`config.mk`:
```
export PLATFORM = sky130hd
export DESIGN_NAME = decode_imm_stage
export DESIGN_NICKNAME = d
export VERILOG_FILES = /design/src/rtl/decode_imm_stage_pkg.sv /design/src/rtl/decode_imm_stage_sign_extend.sv /design/src/rtl/decode_imm_stage.sv
export SDC_FILE = /design/constraint.sdc
export NUM_CORES = 1
export LEC_CHECK = 0
export BUFFER_PORTS_ARGS = -buffer_cell sky130_fd_sc_hd__buf_2
export CORE_UTILIZATION = 30
export DETAILED_ROUTE_END_ITERATION = 12
export GPL_TIMING_DRIVEN = 0
export SYNTH_ARGS = -nofsm -noshare
export SYNTH_HDL_FRONTEND = slang
export SYNTH_SLANG_ARGS = --single-unit
```
`constraint.sdc`:
```
create_clock -name clk -period 10 [get_ports clk]
set_input_delay 1.5 -clock clk [delete_from_list [all_inputs] [get_ports clk]]
set_output_delay 1.5 -clock clk [all_outputs]
set_load 0.005 [all_outputs]
```
`src/rtl/decode_imm_stage_pkg.sv`:
```
// decode_imm_stage_pkg
//   Shared decode constants: immediate class codes, RV64 major opcodes,
//   skid-buffer state encoding and the buffered entry layout. The control
//   unit imports the same opcode and immediate-class definitions.
package decode_imm_stage_pkg;

  typedef enum logic [2:0] {
    IMM_I    = 3'b000,
    IMM_S    = 3'b001,
    IMM_B    = 3'b010,
    IMM_U    = 3'b011,
    IMM_J    = 3'b100,
    IMM_NONE = 3'b111
  } imm_type_e;

  localparam logic [6:0] OP_LOAD     = 7'b0000011;
  localparam logic [6:0] OP_MISC_MEM = 7'b0001111;
  localparam logic [6:0] OP_IMM      = 7'b0010011;
  localparam logic [6:0] OP_IMM_32   = 7'b0011011;
  localparam logic [6:0] OP_JALR     = 7'b1100111;
  localparam logic [6:0] OP_SYSTEM   = 7'b1110011;
  localparam logic [6:0] OP_STORE    = 7'b0100011;
  localparam logic [6:0] OP_BRANCH   = 7'b1100011;
  localparam logic [6:0] OP_LUI      = 7'b0110111;
  localparam logic [6:0] OP_AUIPC    = 7'b0010111;
  localparam logic [6:0] OP_JAL      = 7'b1101111;
  localparam logic [6:0] OP_OP       = 7'b0110011;
  localparam logic [6:0] OP_OP_32    = 7'b0111011;

  typedef enum logic [1:0] {
    ST_EMPTY = 2'd0,
    ST_ONE   = 2'd1,
    ST_TWO   = 2'd2
  } buf_state_e;

  typedef struct packed {
    logic [31:0] instr;
    logic [63:0] pc;
    imm_type_e   imm_type;
    logic [63:0] imm;
    logic        illegal;
  } entry_t;

endpackage

```
`src/rtl/decode_imm_stage_sign_extend.sv`:
```
// sign_extend
//   Builds the 64-bit sign-extended immediate for a given immediate class.
//   i_instr    : raw instruction word
//   i_imm_type : immediate class (IMM_NONE yields 0)
//   o_imm      : sign-extended immediate
module sign_extend
  import decode_imm_stage_pkg::*;
(
  input  logic [31:0] i_instr,
  input  imm_type_e   i_imm_type,
  output logic [63:0] o_imm
);

  always_comb begin
    o_imm = '0;
    case (i_imm_type)
      IMM_I: o_imm = {{52{i_instr[31]}}, i_instr[31:20]};
      IMM_S: o_imm = {{52{i_instr[31]}}, i_instr[31:25], i_instr[11:7]};
      IMM_B: o_imm = {{51{i_instr[31]}}, i_instr[31], i_instr[7],
                      i_instr[30:25], i_instr[11:8], 1'b0};
      IMM_U: o_imm = {{32{i_instr[31]}}, i_instr[31:12], 12'b0};
      IMM_J: o_imm = {{43{i_instr[31]}}, i_instr[31], i_instr[19:12],
                      i_instr[20], i_instr[30:21], 1'b0};
      default: o_imm = '0;
    endcase
  end

endmodule

```
`src/rtl/decode_imm_stage.sv`:
```
// decode_imm_stage
//   Classifies the incoming instruction, generates its immediate and holds
//   the result in a 2-entry skid buffer (main, skid) between fetch and
//   execute. in_ready is registered so fetch never sees a combinational
//   path from out_ready.
//   clk/rst          : clock, asynchronous active-high reset
//   in_valid/in_ready, in_instr, in_pc : fetch handshake and payload
//   flush            : drop every buffered entry (branch redirect)
//   out_valid/out_ready, out_*         : execute handshake, main entry
//   illegal_cnt      : saturating count of illegal entries delivered
module decode_imm_stage
  import decode_imm_stage_pkg::*;
(
  input  logic        clk,
  input  logic        rst,
  input  logic        in_valid,
  output logic        in_ready,
  input  logic [31:0] in_instr,
  input  logic [63:0] in_pc,
  input  logic        flush,
  output logic        out_valid,
  input  logic        out_ready,
  output logic [31:0] out_instr,
  output logic [63:0] out_pc,
  output logic [2:0]  out_imm_type,
  output logic [63:0] out_imm,
  output logic        out_illegal,
  output logic [15:0] illegal_cnt
);

  imm_type_e   w_type;
  logic        w_illegal;
  logic [63:0] w_imm;
  entry_t      w_in_entry;

  buf_state_e  r_state, w_state_nxt;
  entry_t      r_main, r_skid;
  logic        r_in_ready;
  logic [15:0] r_illegal_cnt;

  logic        w_acc, w_deq;
  logic        w_load_main, w_main_from_skid, w_load_skid;

  // Opcode classifier; the low two bits must be 11 for any 32-bit encoding.
  always_comb begin
    w_type    = IMM_NONE;
    w_illegal = 1'b0;
    if (in_instr[1:0] != 2'b11) begin
      w_illegal = 1'b1;
    end else begin
      case (in_instr[6:0])
        OP_LOAD, OP_MISC_MEM, OP_IMM, OP_IMM_32, OP_JALR, OP_SYSTEM:
                             w_type = IMM_I;
        OP_STORE:            w_type = IMM_S;
        OP_BRANCH:           w_type = IMM_B;
        OP_LUI, OP_AUIPC:    w_type = IMM_U;
        OP_JAL:              w_type = IMM_J;
        OP_OP, OP_OP_32:     w_type = IMM_NONE;
        default:             w_illegal = 1'b1;
      endcase
    end
  end

  sign_extend u_sign_extend (
    .i_instr    (in_instr),
    .i_imm_type (w_type),
    .o_imm      (w_imm)
  );

  always_comb begin
    w_in_entry.instr    = in_instr;
    w_in_entry.pc       = in_pc;
    w_in_entry.imm_type = w_type;
    w_in_entry.imm      = w_imm;
    w_in_entry.illegal  = w_illegal;
  end

  assign w_acc = in_valid & r_in_ready;
  assign w_deq = (r_state != ST_EMPTY) & out_ready;

  always_comb begin
    w_state_nxt      = r_state;
    w_load_main      = 1'b0;
    w_main_from_skid = 1'b0;
    w_load_skid      = 1'b0;
    if (flush) begin
      w_state_nxt = ST_EMPTY;
    end else begin
      case (r_state)
        ST_EMPTY: if (w_acc) begin
          w_state_nxt = ST_ONE;
          w_load_main = 1'b1;
        end
        ST_ONE: begin
          if (w_acc && !w_deq) begin
            w_state_nxt = ST_TWO;
            w_load_skid = 1'b1;
          end else if (w_acc && w_deq) begin
            w_load_main = 1'b1;
          end else if (w_deq) begin
            w_state_nxt = ST_EMPTY;
          end
        end
        // in_ready is low in TWO, so no accept can arrive here.
        ST_TWO: if (w_deq) begin
          w_state_nxt      = ST_ONE;
          w_main_from_skid = 1'b1;
        end
        default: w_state_nxt = ST_EMPTY;
      endcase
    end
  end

  always_ff @(posedge clk or posedge rst) begin
    if (rst) begin
      r_state       <= ST_EMPTY;
      r_main        <= '0;
      r_skid        <= '0;
      r_in_ready    <= 1'b1;
      r_illegal_cnt <= '0;
    end else begin
      r_state    <= w_state_nxt;
      // Registered ready reflects next state, so it is exact, not pessimistic.
      r_in_ready <= (w_state_nxt != ST_TWO);
      if (w_load_main)           r_main <= w_in_entry;
      else if (w_main_from_skid) r_main <= r_skid;
      if (w_load_skid)           r_skid <= w_in_entry;
      // A flush overrides the dequeue, so that entry is not counted.
      if (w_deq && !flush && r_main.illegal && (r_illegal_cnt != 16'hFFFF))
        r_illegal_cnt <= r_illegal_cnt + 16'd1;
    end
  end

  assign in_ready     = r_in_ready;
  assign out_valid    = (r_state != ST_EMPTY);
  assign out_instr    = r_main.instr;
  assign out_pc       = r_main.pc;
  assign out_imm_type = r_main.imm_type;
  assign out_imm      = r_main.imm;
  assign out_illegal  = r_main.illegal;
  assign illegal_cnt  = r_illegal_cnt;

endmodule
```
==> metrics.yaml, run 1 <==
placed_design:
  dp_hpwl_um: 27200
  dp.cells: 2129
  place_congestion: 0.843
  numPortBuffers: 280
cts:
  tritoncts: "done"
  hold_buffers: 0
  cts_resized: 0
  cts_made_buffers: 31
  clockRootBuffer: "clkbuf_16"
  numClockSinks: 283
  clock_latency_ns: 0.57
  clk_path_buf_depth: 3
  cts_post_setup_buffers_inserted: 0
  cts.clk_slew.worst_paths_ns: 0.06
  htree_num_levels: 1
sta:
  finalMaxSlewViolations: 0
  max_freq_mhz: 283
  setup_tns_ns: 0
  period_share_pct: 35.3
  finalCriticalPeriod_ns: 3.53
  finalHoldViolCount: 0
  relSlewSlack_pct: 23.9
  rsz0062_at_grt: "no"
  tightestPinTransition_ns: 1.14
  skew_ns: 0.0233
  setup_viol: 0
floorplanning:
  core_area_um2: 40100
  die_area_um2: 41800
  die_x_um: 204
  pin_count: 283
  start_util_pct: 30.6
  die_h_um: 204
  rows: 73
synth:
  synthTopCellsByCount: "nand2_1, dfrtp_1, nor2_1"
  synth_edf_count: 0
  syn-cell-area_um2: 12300
  synth_ff_type: "dfrtp_1"
  yosys.area_share.simple_pct: 23.0
  synth_top_area_cell: "dfrtp_1"
  ys_async_sr_fraction_pct: 100
  synthCells: 1322
  syn-num-nets: 1424
  synth_top_area_share_pct: 57.4
  ys_warn_count: 0
  synthAdderAreaFrac_pct: 0.183
  synth.area.top_cells: "dfrtp_1, nand2_1, nor2_1"
  synth_top_family_by_area: "simple AND/OR/NAND/NOR gates"
  synth-seq-cells: 283
  synth-xor-area-share_pct: 0.998
  synth.yosys.seq_area_share_pct: 57.7
  synth.most_common_cell: "nand2_1"
  yosysUniqueCellTypes: 65
  synth.area.mux_share_pct: 0.591
  synth_compound_area_share_pct: 11.7
  syn_area_per_cell_um2: 9.29
detailed_routing:
  wire_per_inst_um: 17.5
  vias: 10500
  postRouteAntennaNets: 0
  drc: 0
  first_iter_violations: 646
  routed_wl_um: 38200
  viasPerCell: 4.81
  dr.pass1.iters: 5
job:
  cap_violations: 0
hold_path:
  hold_path_class: "register to register"
  min_to: "r_skid[95]$_DFFE_PP0P_"
  hp-start: "r_skid[95]$_DFFE_PP0P_"
  holdPathStages: 2
worst_setup_path:
  r2r_cells: 5
  cp_max_fo: 34
  reg2reg_slack_ns: 7.14
  cp.required_ns: 8.50
  r2r-start: "r_state[1]$_DFF_PP0_"
  reg2reg_to: "r_skid[19]$_DFFE_PP0P_"
  arrival_ns: 2.03
  cp-end-kind: "primary output"
  start_kind: "register"
  crit_type: "register to primary output"
global_route:
  grt_max_degree: 126
  grt_pass1_wl_um: 59200
  grt_pass1_vias: 10200
  antenna_found_initial: 0
  grtUsageTotal_pct: 18.2
  overflow: 0
power_and_ir_drop:
  totalPowerFinal_uw: 3130
  power-per-cell-area_nw_per_um2: 203
  irDropWorstVdd_mv: 0.132
  p_leak_uw: 0.00780
outcome:
  status: "complete, no violations"
finish:
  post-route-util_pct: 38.5
  area_growth_syn_to_layout_pct: 25.6
  nFillCells: 4054
  instances_no_fill: 2184
  diodes: 0
  fin_nets: 1739
  drive_above_1_share_pct: 26.6
report_power, final:
part	switching, uW	total [uW]	internal, uW
Clock	469	1150	685
Combinational	270	488	218
Sequential	125	1490	1360
Total	863	3130	2270
final cells by class:
cell class	count	area (um^2)	share of cell area, %
Buffer	117	697	4.52
Clock buffer	49	933	6.05
Multi-Input combinational cell	915	4480	29.0
Clock inverter	6	86.3	0.560
Sequential cell	283	7080	45.9
Timing Repair Buffer	282	1460	9.44
Tap cell	525	657	4.26
Inverter	7	33.8	0.219
sequential cells by signal, indices dropped and copies added, names as in the netlist:
name	flops
out_imm_type	3
r_state	2
out_imm	32
r_skid	132
out_pc	64
in_ready	1
illegal_cnt	16
out_illegal	1
out_instr	32
logic make-up (layout without fill, tap and decap cells):
family,Yosys count,in the layout
AOI/OAI and AO/OA,214,214
muxes,7,7
adders and majority gates,2,2
buffers and inverters,124,461
and+or+nand+nor,678,678
xor gates and xnor gates,14,14
DFF,283,283
metrics by stage:
step / area, um^2 / setup WS [ns] / hold slack, ns
after global routing: 15400 / 6.32 / 0.495
after global placement: 14300 / -2.74 / 0.458
after CTS: 15400 / 6.41 / 0.477
after detailed placement: 14400 / 5.94 / 0.462
final: 15400 / 6.47 / 0.474
after floorplan: 12300 / 0.694 / 0.446
worst max path at each step:
stage	slack (ns)	end	cells past startpoint	startpoint
5_1_grt	6.32	out_imm[43]	2	out_imm[62]$_DFFE_PP0P_
6_report	6.47	out_imm[43]	2	out_imm[62]$_DFFE_PP0P_
3_3_place_gp	-2.74	out_pc[0]$_DFFE_PP0P_	2	rst
3_5_place_dp	5.94	r_skid[19]$_DFFE_PP0P_	6	in_valid
4_1_cts	6.41	out_imm[45]	2	out_imm[62]$_DFFE_PP0P_
2_1_floorplan	0.69	illegal_cnt[0]$_DFFE_PP0P_	1	rst
metal layers:
layer | vias up | global-route usage (%) | wire [um]
met4 | 0 | 5.01 | 865
li1 | 5032 | - | -
met3 | 48 | 3.22 | 2330
met5 | - | 0 | 0
met1 | 5092 | 25.9 | 17800
met2 | 324 | 28.4 | 17200
placed cells by master, fill, tap and decap left out, drive strengths merged, types with 18 or more instances in the layout:
cell type,netlist,final
a21oi,35,35
a31oi,19,19
and3,18,18
buf,95,377
clkbuf,22,71
dfrtp,282,282
nand2,374,374
nand3,30,30
nor2,208,208
o21ai,25,25
o22ai,92,92
critical path: stages (launching register included):
cell and delay (ns):
dfrtp_1 1.09, buf_4 0.24, buf_2 0.10
(Power assumes the default switching activity.)
==> run 2: changes to the inputs <==
==> constraint.sdc (replaced) <==
create_clock -name clk -period 3.42 [get_ports clk]
set_input_delay 0.513 -clock clk [delete_from_list [all_inputs] [get_ports clk]]
set_output_delay 0.513 -clock clk [all_outputs]
set_load 0.005 [all_outputs]
==> metrics.yaml, run 2 (synthesis gave the netlist of run 1 again) <==
global_route:
  antenna_found_initial: 3  # +3
  grtUsageTotal_pct: 18.5  # +0.26 points
  grt_pass1_vias: 10200  # -0.21%
  grt_pass1_wl_um: 59600  # +0.63%
  overflow: 0  # unchanged
  grt_max_degree: 42  # -67%
finish:
  area_growth_syn_to_layout_pct: 27.4
  final_common_cell: "nand2_1"
  drive_above_1_share_pct: 26.9  # +0.36 points
  fin_nets: 1747  # +0.46%
  final_cell_mix: "nand2_1, buf_2, dfrtp_1"
  regMostFlops: "r_skid"
  largest_reg_flops: 132  # unchanged
sta:
  finalHoldViolCount: 0  # unchanged
  finalMaxSlewViolations: 0  # unchanged
  relSlewSlack_pct: 27.8  # +3.9 points
  max_freq_mhz: 350
  setup_viol: 0  # unchanged
  skew_ns: 0.0333  # +0.0100 ns
  period_share_pct: 83.6
  tightestPinTransition_ns: 1.07  # -0.0672 ns
  finalCriticalPeriod_ns: 2.86
  setup_tns_ns: 0  # unchanged
  rsz0062_at_grt: "no"
worst_setup_path:
  path_cells: "nand4b_1 > nor3_1 > clkbuf_1 > nand3_1 > o21ai_0"
  cp.required_ns: 3.86  # -4.64 ns
  r2r_cells: 5  # unchanged
  cp_max_fo: 10  # -71%
  reg2reg_slack_ns: 0.56  # -6.58 ns
  max_stage_delay_ns: 0.73  # -0.36 ns
  r2r-start: "in_ready$_DFF_PP1_"
  crit_type: "register to register"
  cp-end-kind: "register"
  arrival_ns: 3.30  # +1.27 ns
  worstSetupStartpoint: "in_ready$_DFF_PP1_"
  reg2reg_to: "r_skid[14]$_DFFE_PP0P_"
  start_kind: "register"
  crit_path_top_delay_cell: "nor3_1"
detailed_routing:
  maxUsedRoutingLayer: "met5"
  viasPerCell: 4.84  # +0.67%
  dr_wl_met2_um: 16600  # -3.7%
  wire_per_inst_um: 17.5  # +0.35%
  dr.pass1.iters: 5  # unchanged
  first_iter_violations: 612  # -5.3%
  drc: 0  # unchanged
  vias: 10600  # +1.2%
  drt-met1-wl_um: 17800  # +0.27%
  wl_met3_um: 2750  # +18%
  postRouteAntennaNets: 0  # unchanged
  routed_wl_um: 38500  # +0.90%
cts:
  tritoncts: "done"
  cts_post_setup_buffers_inserted: 0  # unchanged
  numClockSinks: 283  # unchanged
  htree_num_levels: 2  # +1
  hold_buffers: 0  # unchanged
  clock_latency_ns: 0.56  # about the same
  clockRootBuffer: "clkbuf_16"
  cts_resized: 0  # unchanged
  cts_made_buffers: 34  # +9.7%
  cts.clk_slew.worst_paths_ns: 0.06  # about the same
  clk_path_buf_depth: 3  # unchanged
outcome:
  status: "complete, no violations"
power_and_ir_drop:
  intPower_uw: 6860  # +200%
  combPwrFrac_pct: 15.2  # -0.4 points
  p_leak_uw: 0.00789  # +1.2%
  irDropWorstVdd_mv: 0.363  # +180%
  p_sw_share_pct: 27.9  # +0.33 points
  power-per-cell-area_nw_per_um2: 608  # +200%
  totalPowerFinal_uw: 9510  # +200%
  pwr-share-clk_pct: 39.1  # +2.2 points
  p_seq_share_pct: 45.7  # -1.8 points
  p_switching_uw: 2660  # +210%
placed_design:
  dp_hpwl_um: 27700  # +1.9%
  numPortBuffers: 280  # unchanged
  place_congestion: 0.841  # -0.19%
hold_path:
  hold_path_class: "primary input to asynchronous set/reset pin"
floorplanning:
  die_x_um: 204  # unchanged
  die_area_um2: 41800  # unchanged
  die_h_um: 204  # unchanged
  start_util_pct: 30.6  # unchanged
  pin_count: 283  # unchanged
  core_area_um2: 40100  # unchanged
  rows: 73  # unchanged
job:
  cap_violations: 0  # unchanged
run 2: cell types whose count changed in the layout (fill, tap and decap cells not counted), moves of 2 or more:
| cell | change |
|---|---|
| clkinv_8 | +2 |
| clkbuf_16 | +3 |
| buf_12 | +6 |
| clkbuf_1 | +2 |
| clkbuf_8 | -3 |
run 2: power by group through the flow:
stage | logic, uW | clock network [uW] | registers, uW
after floorplan | 783 | 0 | 4360
after global placement | 1410 | 0 | 4380
after detailed placement | 1460 | 0 | 4400
after CTS | 1470 | 3820 | 4350
after global routing | 1650 | 3950 | 4430
final | 1440 | 3720 | 4350
run 2: worst max path at each step:
stage                                            end  cells after the start  slack [ns]
after floorplan           illegal_cnt[0]$_DFFE_PP0P_                      1       -0.84
after global placement     out_instr[13]$_DFFE_PP0P_                      2       -2.66
after detailed placement      r_skid[14]$_DFFE_PP0P_                      6        0.39
after CTS                     r_skid[14]$_DFFE_PP0P_                      5        0.44
after global routing          r_skid[14]$_DFFE_PP0P_                      5        0.26
final                         r_skid[14]$_DFFE_PP0P_                      5        0.56
run 2: layer usage:
metal  vias up  GRT usage (%)
met4         4           7.33
met2       384           27.4
met5         -              0
met3        78           4.27
li1       5070              -
met1      5088           26.0
run 2: critical path: cells and delay by family, from the launching register on:
family / cells / cell delay [ns]
buffers and inverters: 1 / 0.60
flip-flops: 1 / 0.54
AO/OA/AOI/OAI: 1 / 0.28
AND/OR/NAND/NOR: 3 / 1.31
run 2: area by class of cell:
class	instances	area (um^2)
fillers	4023	24500
well taps	525	657
flip-flops and latches	283	7080
diodes	1	2.50
plain buffers	117	697
inverters	7	30.0
repair buffers	287	1550
multi-input cells	915	4480
clock inverters	10	175
clock buffers	51	975
run 2: per-stage QoR:
step | instances | hold WS, ns | setup slack (ns) | util [%] | cell area, um^2
after floorplan | 1322 | 0.446 | -0.841 | - | 12300
after global placement | 2127 | 0.458 | -2.66 | 35.8 | 14300
after detailed placement | 2134 | 0.462 | 0.392 | 36.1 | 14500
after CTS | 2195 | 0.137 | 0.437 | 39.0 | 15600
after global routing | 2196 | 0.169 | 0.259 | 39.0 | 15600
final | 2196 | 0.132 | 0.562 | 39.0 | 15600
